`config.mk`:
```
export PLATFORM = sky130hd
export DESIGN_NAME = load_store_unit
export DESIGN_NICKNAME = d
export VERILOG_FILES = /design/src/rtl/load_store_unit.sv
export SDC_FILE = /design/constraint.sdc
export NUM_CORES = 1
export LEC_CHECK = 0
export ABC_AREA = 1
export BUFFER_PORTS_ARGS = -buffer_cell sky130_fd_sc_hd__buf_2
export CORE_MARGIN = 10
export CORE_UTILIZATION = 48
export CTS_CLUSTER_DIAMETER = 30
export DETAILED_ROUTE_END_ITERATION = 10
export GPL_TIMING_DRIVEN = 1
export PLACE_DENSITY = 0.75
export SETUP_SLACK_MARGIN = 0.3
export SYNTH_ARGS = -nofsm -noshare
export SYNTH_HDL_FRONTEND = slang
export SYNTH_SLANG_ARGS = --single-unit
```
`constraint.sdc`:
```
create_clock -name clk -period 1.4 [get_ports clk]
set_input_delay 0.28 -clock clk [delete_from_list [all_inputs] [get_ports clk]]
set_output_delay 0.28 -clock clk [all_outputs]
set_load 0.03 [all_outputs]
```
`src/rtl/load_store_unit.sv`:
```
// Load/store unit: one outstanding request, byte addresses mapped onto a
// word-organised memory, sub-word stores done as read-modify-write.
module load_store_unit #(
  parameter int ADDR_W = 15,
  parameter int DATA_W = 32
) (
  input  logic              clk,
  input  logic              rst_n,
  input  logic              req_valid,
  output logic              req_ready,
  input  logic              req_we,
  input  logic [1:0]        req_size,
  input  logic              req_signed,
  input  logic [31:0]       req_addr,
  input  logic [DATA_W-1:0] req_wdata,
  output logic              resp_valid,
  output logic [DATA_W-1:0] resp_rdata,
  output logic              resp_fault,
  output logic [ADDR_W-1:0] mem_addr,
  output logic              mem_we,
  output logic [DATA_W-1:0] mem_wdata,
  input  logic [DATA_W-1:0] mem_rdata
);

  typedef enum logic [1:0] {
    S_IDLE  = 2'd0,
    S_READ  = 2'd1,
    S_WRITE = 2'd2,
    S_RESP  = 2'd3
  } state_t;

  localparam logic [1:0] SZ_BYTE = 2'b00;
  localparam logic [1:0] SZ_HALF = 2'b01;
  localparam logic [1:0] SZ_WORD = 2'b10;

  state_t state_q, state_d;

  logic              we_q, we_d;
  logic [1:0]        size_q, size_d;
  logic              signed_q, signed_d;
  logic [1:0]        lane_q, lane_d;
  logic [15:0]       wdata_q, wdata_d;
  logic [ADDR_W-1:0] mem_addr_q, mem_addr_d;
  logic              mem_we_q, mem_we_d;
  logic [DATA_W-1:0] mem_wdata_q, mem_wdata_d;
  logic              resp_valid_q, resp_valid_d;
  logic [DATA_W-1:0] resp_rdata_q, resp_rdata_d;
  logic              resp_fault_q, resp_fault_d;

  logic              accept;
  logic              misaligned;
  logic              addr_oob;
  logic              req_fault;
  logic [7:0]        sel_byte;
  logic [15:0]       sel_half;
  logic [DATA_W-1:0] load_data;
  logic [DATA_W-1:0] merged_word;

  assign req_ready = (state_q == S_IDLE);
  assign accept    = req_valid && req_ready;

  // Any byte-address bit above the implemented word index is out of range.
  assign addr_oob  = (req_addr >> (ADDR_W + 2)) != 32'd0;
  assign req_fault = misaligned | addr_oob;

  always_comb begin
    misaligned = 1'b0;
    case (req_size)
      SZ_BYTE: misaligned = 1'b0;
      SZ_HALF: misaligned = req_addr[0];
      SZ_WORD: misaligned = |req_addr[1:0];
      default: misaligned = 1'b1;
    endcase
  end

  always_comb begin
    sel_byte = mem_rdata[7:0];
    case (lane_q)
      2'd0:    sel_byte = mem_rdata[7:0];
      2'd1:    sel_byte = mem_rdata[15:8];
      2'd2:    sel_byte = mem_rdata[23:16];
      default: sel_byte = mem_rdata[31:24];
    endcase
    sel_half = lane_q[1] ? mem_rdata[31:16] : mem_rdata[15:0];
  end

  always_comb begin
    load_data = mem_rdata;
    case (size_q)
      SZ_BYTE: load_data = signed_q ? {{24{sel_byte[7]}}, sel_byte} : {24'd0, sel_byte};
      SZ_HALF: load_data = signed_q ? {{16{sel_half[15]}}, sel_half} : {16'd0, sel_half};
      default: load_data = mem_rdata;
    endcase
  end

  // Unselected lanes keep the word just read; the selected lane takes store data.
  always_comb begin
    merged_word = mem_rdata;
    if (size_q == SZ_BYTE) begin
      case (lane_q)
        2'd0:    merged_word[7:0]   = wdata_q[7:0];
        2'd1:    merged_word[15:8]  = wdata_q[7:0];
        2'd2:    merged_word[23:16] = wdata_q[7:0];
        default: merged_word[31:24] = wdata_q[7:0];
      endcase
    end else if (lane_q[1]) begin
      merged_word[31:16] = wdata_q;
    end else begin
      merged_word[15:0] = wdata_q;
    end
  end

  always_comb begin
    state_d      = state_q;
    we_d         = we_q;
    size_d       = size_q;
    signed_d     = signed_q;
    lane_d       = lane_q;
    wdata_d      = wdata_q;
    mem_addr_d   = mem_addr_q;
    mem_wdata_d  = mem_wdata_q;
    resp_rdata_d = resp_rdata_q;
    resp_fault_d = resp_fault_q;

    case (state_q)
      S_IDLE: begin
        if (accept) begin
          we_d         = req_we;
          size_d       = req_size;
          signed_d     = req_signed;
          lane_d       = req_addr[1:0];
          wdata_d      = req_wdata[15:0];
          resp_rdata_d = '0;
          resp_fault_d = req_fault;
          if (req_fault) begin
            state_d = S_RESP;
          end else begin
            mem_addr_d = req_addr[ADDR_W+1:2];
            if (req_we && (req_size == SZ_WORD)) begin
              mem_wdata_d = req_wdata;
              state_d     = S_WRITE;
            end else begin
              state_d = S_READ;
            end
          end
        end
      end
      S_READ: begin
        if (we_q) begin
          mem_wdata_d = merged_word;
          state_d     = S_WRITE;
        end else begin
          resp_rdata_d = load_data;
          state_d      = S_RESP;
        end
      end
      S_WRITE: state_d = S_RESP;
      S_RESP:  state_d = S_IDLE;
      default: state_d = S_IDLE;
    endcase

    // Strobes are decoded from the next state so they are clean registered outputs.
    mem_we_d     = (state_d == S_WRITE);
    resp_valid_d = (state_d == S_RESP);
  end

  always_ff @(posedge clk or negedge rst_n) begin
    if (!rst_n) begin
      state_q      <= S_IDLE;
      we_q         <= 1'b0;
      size_q       <= 2'b00;
      signed_q     <= 1'b0;
      lane_q       <= 2'b00;
      wdata_q      <= '0;
      mem_addr_q   <= '0;
      mem_we_q     <= 1'b0;
      mem_wdata_q  <= '0;
      resp_valid_q <= 1'b0;
      resp_rdata_q <= '0;
      resp_fault_q <= 1'b0;
    end else begin
      state_q      <= state_d;
      we_q         <= we_d;
      size_q       <= size_d;
      signed_q     <= signed_d;
      lane_q       <= lane_d;
      wdata_q      <= wdata_d;
      mem_addr_q   <= mem_addr_d;
      mem_we_q     <= mem_we_d;
      mem_wdata_q  <= mem_wdata_d;
      resp_valid_q <= resp_valid_d;
      resp_rdata_q <= resp_rdata_d;
      resp_fault_q <= resp_fault_d;
    end
  end

  assign mem_addr   = mem_addr_q;
  assign mem_we     = mem_we_q;
  assign mem_wdata  = mem_wdata_q;
  assign resp_valid = resp_valid_q;
  assign resp_rdata = resp_rdata_q;
  assign resp_fault = resp_fault_q;

  a_we_single_cycle: assert property (@(posedge clk) disable iff (!rst_n)
    mem_we_q |=> !mem_we_q);
  a_we_only_in_write: assert property (@(posedge clk) disable iff (!rst_n)
    mem_we_q |-> (state_q == S_WRITE));
  a_resp_single_cycle: assert property (@(posedge clk) disable iff (!rst_n)
    resp_valid_q |=> !resp_valid_q);

endmodule

```
; Yosys cells after proc, flatten, opt, wreduce, memory -nomap -nowiden
; Index checks and enable logic that the tools add are counted.
; W data, S select, Z words.
[classes]
n_eq_ne = 15
mux = 26
bitwise = 2
reduce_logical = 14
[ops]
columns = cell, n
row1 = $mux W32, 9
row2 = $pmux W32 S2, 3
row3 = $mux W16, 3
row4 = $mux W8, 4
row5 = $reduce_bool A32 Y1, 1
row6 = $pmux W8 S3, 1
row7 = $eq A2 B2 Y1 const B, 6
row8 = $eq A2 B1 Y1 const B, 4
row9 = $logic_not A2 Y1, 4
row10 = $pmux W2 S4, 1
row11 = $mux W2, 3
row12 = $ne A2 B2 Y1 const B, 3
row13 = $reduce_and A3 Y1, 2
row14 = $reduce_and A5 Y1, 1
row15 = $ne A2 B1 Y1 const B, 2
row16 = $pmux W1 S3, 1
row17 = $reduce_or A3 Y1, 1
row18 = $logic_and A1 B1 Y1, 2
row19 = $reduce_and A2 Y1, 1
row20 = $reduce_bool A2 Y1, 1
row21 = $reduce_or A2 Y1, 1
row22 = $mux W1, 1
row23 = $not A1 Y1, 1
row24 = $or A1 B1 Y1, 1
[word_totals]
regBits = 106
in_bits = 103
wordCells = 69

; Longest topological paths before layout
[depth]
depth_word = 7
ltp_mapped = 11
depth_no_buf = 10

; Worst setup path after synthesis
; Ideal clock, no wire load.
[synth_path]
path_kind = register to register
start = reg state_q[0]
end = reg mem_addr_q[10] (netlist: mem_addr[10])
setup_time_ns = 0.117
t_arrival_ns = 1.686
t_required_ns = 1.283
path_slack_ns = -0.403
stages_incl_launch_ff = 9
period_less_slack_ns = 1.803
cell_sequence = dfrtp_1 inv_1 ha_1 nand2_1 inv_2 nand4_4 buf_2 nand2_1 nand2_1
[synth_between]
elab_chain_cells = 3
[synth_lines]
columns = item, line
row1 = "start, declared", 36  ; state_t state_q, state_d;
row2 = "start signal, assigned", 182  ; state_q <= state_d;
row3 = $logic_not A2 Y1 (*), 59  ; assign req_ready = (state_q == S_IDLE);
row4 = named net req_ready, 10  ; output logic req_ready,
row5 = $logic_and A1 B1 Y1, 60  ; assign accept = req_valid && req_ready;
row6 = $reduce_and A3 Y1 (no line) (*), -
row7 = "end signal, assigned", 188  ; mem_addr_q <= mem_addr_d;
row8 = "end, declared", 43  ; logic [ADDR_W-1:0] mem_addr_q, mem_addr_d;
; Mark *: on every way through the listed nets, which the timed path passes. The rest lies on a longest branch.
; A chain may end at the register's enable or synchronous reset.

; Final worst setup path
[layout_path]
start = reg state_q[0]
end = reg mem_addr_q[9] (netlist: mem_addr[9])
[layout_between]
elab_chain_cells = 3
[layout_lines]
columns = item, line
row1 = $logic_not A2 Y1 (*), "59, 125"
row2 = $logic_and A1 B1 Y1, 60
row3 = $reduce_and A3 Y1 (no line) (*), -
; Every way passes the cells marked *; elsewhere a longest branch is shown, timed or not.

==> metrics.csv <==
metric,value,unit
# IOs,186,
Place WS,-0.2652,ns
#FFs+latches synth,106,
RSZ-0062 raised after global routing,yes,
Period minus WS final,1.592,ns
worst setup margin,-0.1916,ns
post-synthesis mux area share,0,%
critical path peak fanout,7,
Post-synth top flop,dfrtp_1,
Mapped Nets,1066,
number of buffers inserted by port buffering,185,
initial antenna violation count,1,
Setup crit end kind,flop,
largest family of logic cells by synthesized area,simple AND/OR/NAND/NOR gates,
synthesized area,6531,µm²
number of remaining DRC errors,0,
Filler cells,1034,
reg2reg path depth,9,
vias in the first global route,6995,
# rows,42,
core area,13300,µm²
synthesized area per cell,6.803,µm²
number of enable flip-flop cells after synthesis,0,
Via Count,7368,
startpoint types,flop,
"Area growth, synth to finish",49.00,%
TNS Setup,-14.07,ns
fraction of the cycle the final worst path needs,113.7,%
htree depth,3,
Clock Path Buffers,2,
starting density of the core,49.12,%
CTS tree,done,
worst hold path cell count,3,
final-report setup violation count,107,
Slew HR,76.35,%
Post-Synth Adder-Cell Area,0.5747,%
worst clock skew,0.007282,ns
final instance area,9732,µm²
Post-DP Area,8135,µm²
sequential cell area,2656,µm²
"antenna viol nets, final",0,
Layout Utilization,73.20,%
Required @ worst endpoint,1.66,ns
drt total wl,24.03,mm
max cap viols,0,
pwr dens,2280,nW/µm²
Yosys cell types,35,
total CTS buffers,9,
final antenna diode count,0,
DIE AREA,18670,µm²
1st-iter DRT viols,702,
Post-Synth XOR/XNOR Area,0,%
Peak Freq,628.3,MHz
routed vias/inst,5.274,
post-synthesis compound-gate area fraction,10.63,%
Synth Area in Simple Gates,38.26,%
Yosys warning count,0,
leak pwr,5.189,nW
clock-pin transition on the worst setup and hold timing paths,0.08,ns
post-synthesis sequential area ratio,40.61,%
clock root cell,clkbuf_16,
Post-DP HPWL,16.75,mm
status,finished with violations,
largest net degree at the start of global routing,62,
final slew viol count,0,
GRT Overall Usage,23.68,%
Worst Path Arrival,1.85,ns
clock tree sinks,106,
Worst-Margin Slew,0.3547,ns
Die Ht,136.7,µm
Die X-Extent,136.7,µm
"Hold Vio Cnt, Final",0,
post-DR wirelength/cell,17.20,µm
Multi-input gate area,3555,µm²
Cells after Synth,960,
Routability Congestion,0.9997,
Hold Path Class,primary input to flop,
failing checks,negative setup slack,
Nets,1322,
remaining global-route overflow,0,
layout cell share with drive strength beyond 1,34.64,%
TritonRoute pass-1 iters,5,
worst skew pair latency,0.37,ns
area share of the largest cell type after synthesis,40.61,%
first-pass GRT wire length,35.45,mm
"top cells by area, synth","dfrtp_1, nand2_1, nand3_1",
cell type with the largest total area after synthesis,dfrtp_1,
ys async rst share,100.0,%
WS Path Type,flop to flop,
peak supply drop,1.380,mV
layout make-up:
class / instances / share of cell area, %
Inverter: 87 / 3.587
Timing Repair Buffer: 296 / 27.29
Tap cell: 176 / 2.263
Clock buffer: 9 / 2.314
Multi-Input combinational cell: 715 / 36.53
Clock inverter: 7 / 0.6300
Timing Repair inverter: 1 / 0.09000
Sequential cell: 106 / 27.29
cell usage in the layout (no fill, tap or decap), types with 3 or more instances in the layout:
cell type,synthesis,layout
a21oi_1,26,26
buf_12,0,18
buf_2,24,101
buf_4,6,77
buf_6,9,89
buf_8,0,5
clkbuf_16,0,14
dfrtp_1,106,103
dfrtp_2,0,3
ha_4,0,3
inv_1,79,75
inv_2,7,8
inv_6,0,4
nand2_1,363,328
nand2_2,2,25
nand2_4,1,13
nand3_1,98,97
nand3_4,2,3
nor2_1,108,100
nor2_2,4,8
nor2_4,2,6
o211ai_1,9,9
o21ai_0,43,25
o21ai_1,16,25
o21ai_2,11,20
o221ai_1,6,6
or2_2,7,7
per-layer routing:
metal / wire, µm / GRT usage (%) / up-vias / part of all wire [%]
li1: - / - / 3536 / -
met1: 9367 / 28.73 / 3469 / 39
met2: 11950 / 39.63 / 316 / 50
met3: 2069 / 6.598 / 45 / 8.6
met4: 622 / 7.811 / 2 / 2.6
met5: 18 / 0 / - / 0.075
repair_timing:
item	in CTS	in global routing
setup endpoints to repair	189	189
hold buffers	1	0
setup buffers	14	18
pin swaps	5	12
hold endpoints to repair	106	0
resized for setup	148	161
cloned	2	6
synthesized netlist by cell type, types with 3 or more instances:
cell type / n
a21oi_1: 26
buf_1: 4
buf_2: 24
buf_4: 6
buf_6: 9
clkbuf_1: 10
dfrtp_1: 106
ha_1: 3
inv_1: 79
inv_2: 7
nand2_1: 363
nand3_1: 98
nor2_1: 108
nor2_2: 4
o211ai_1: 9
o21ai_0: 43
o21ai_1: 16
o21ai_2: 11
o221ai_1: 6
or2_2: 7
critical path, cell delays in order, from the launching register on:
cell and delay [ns]:
dfrtp_1 0.43, inv_2 0.10, ha_4 0.16, buf_6 0.12
nand2_4 0.06, inv_4 0.07, nand4_4 0.19, clkbuf_16 0.25
nand2_2 0.05, nand2_1 0.06
metrics by stage:
step	hold WS, ns	instances	total power [W]
final	0.1027	1397	0.02219
after global routing	0.1080	1397	0.02367
after CTS	0.09815	1373	0.02063
after detailed placement	0.2911	1340	0.01690
after global placement	0.2861	1340	0.01674
after floorplan	-0.01559	960	0.01312
power breakdown:
group,internal (W),switching (W)
Combinational,0.00621,0.00838
Sequential,0.00417,0.000898
Clock,0.00124,0.00128
Total,0.0116,0.0106
path summary, 6_finish.rpt:
check | from | end | slack, ns
max | state_q[0] | mem_addr[9] | -0.19
min | req_addr[12] | mem_addr[10] | 0.10
max reg2reg | state_q[0] | mem_addr[9] | -0.19
min reg2reg | mem_wdata[9] | mem_wdata[9] | 0.50
max in group asynchronous | rst_n | size_q[0] | 0.62
min in group asynchronous | rst_n | resp_rdata[5] | 0.44
logic make-up after synthesis:
group                    after synthesis
AO/OA/AOI/OAI                        117
AND/OR/NAND/NOR                      594
adder cells (fa/ha/maj)                3
buffers and inverters                140
flip-flops                           106
sequential cells by signal, indices dropped and copies added, names as in the netlist:
name	count
mem_wdata	32
resp_rdata	32
wdata_q	16
mem_addr	15
lane_q	2
size_q	2
state_q	2
mem_we	1
resp_fault	1
resp_valid	1
signed_q	1
we_q	1
No activity file was read; power rests on OpenSTA's default activity.
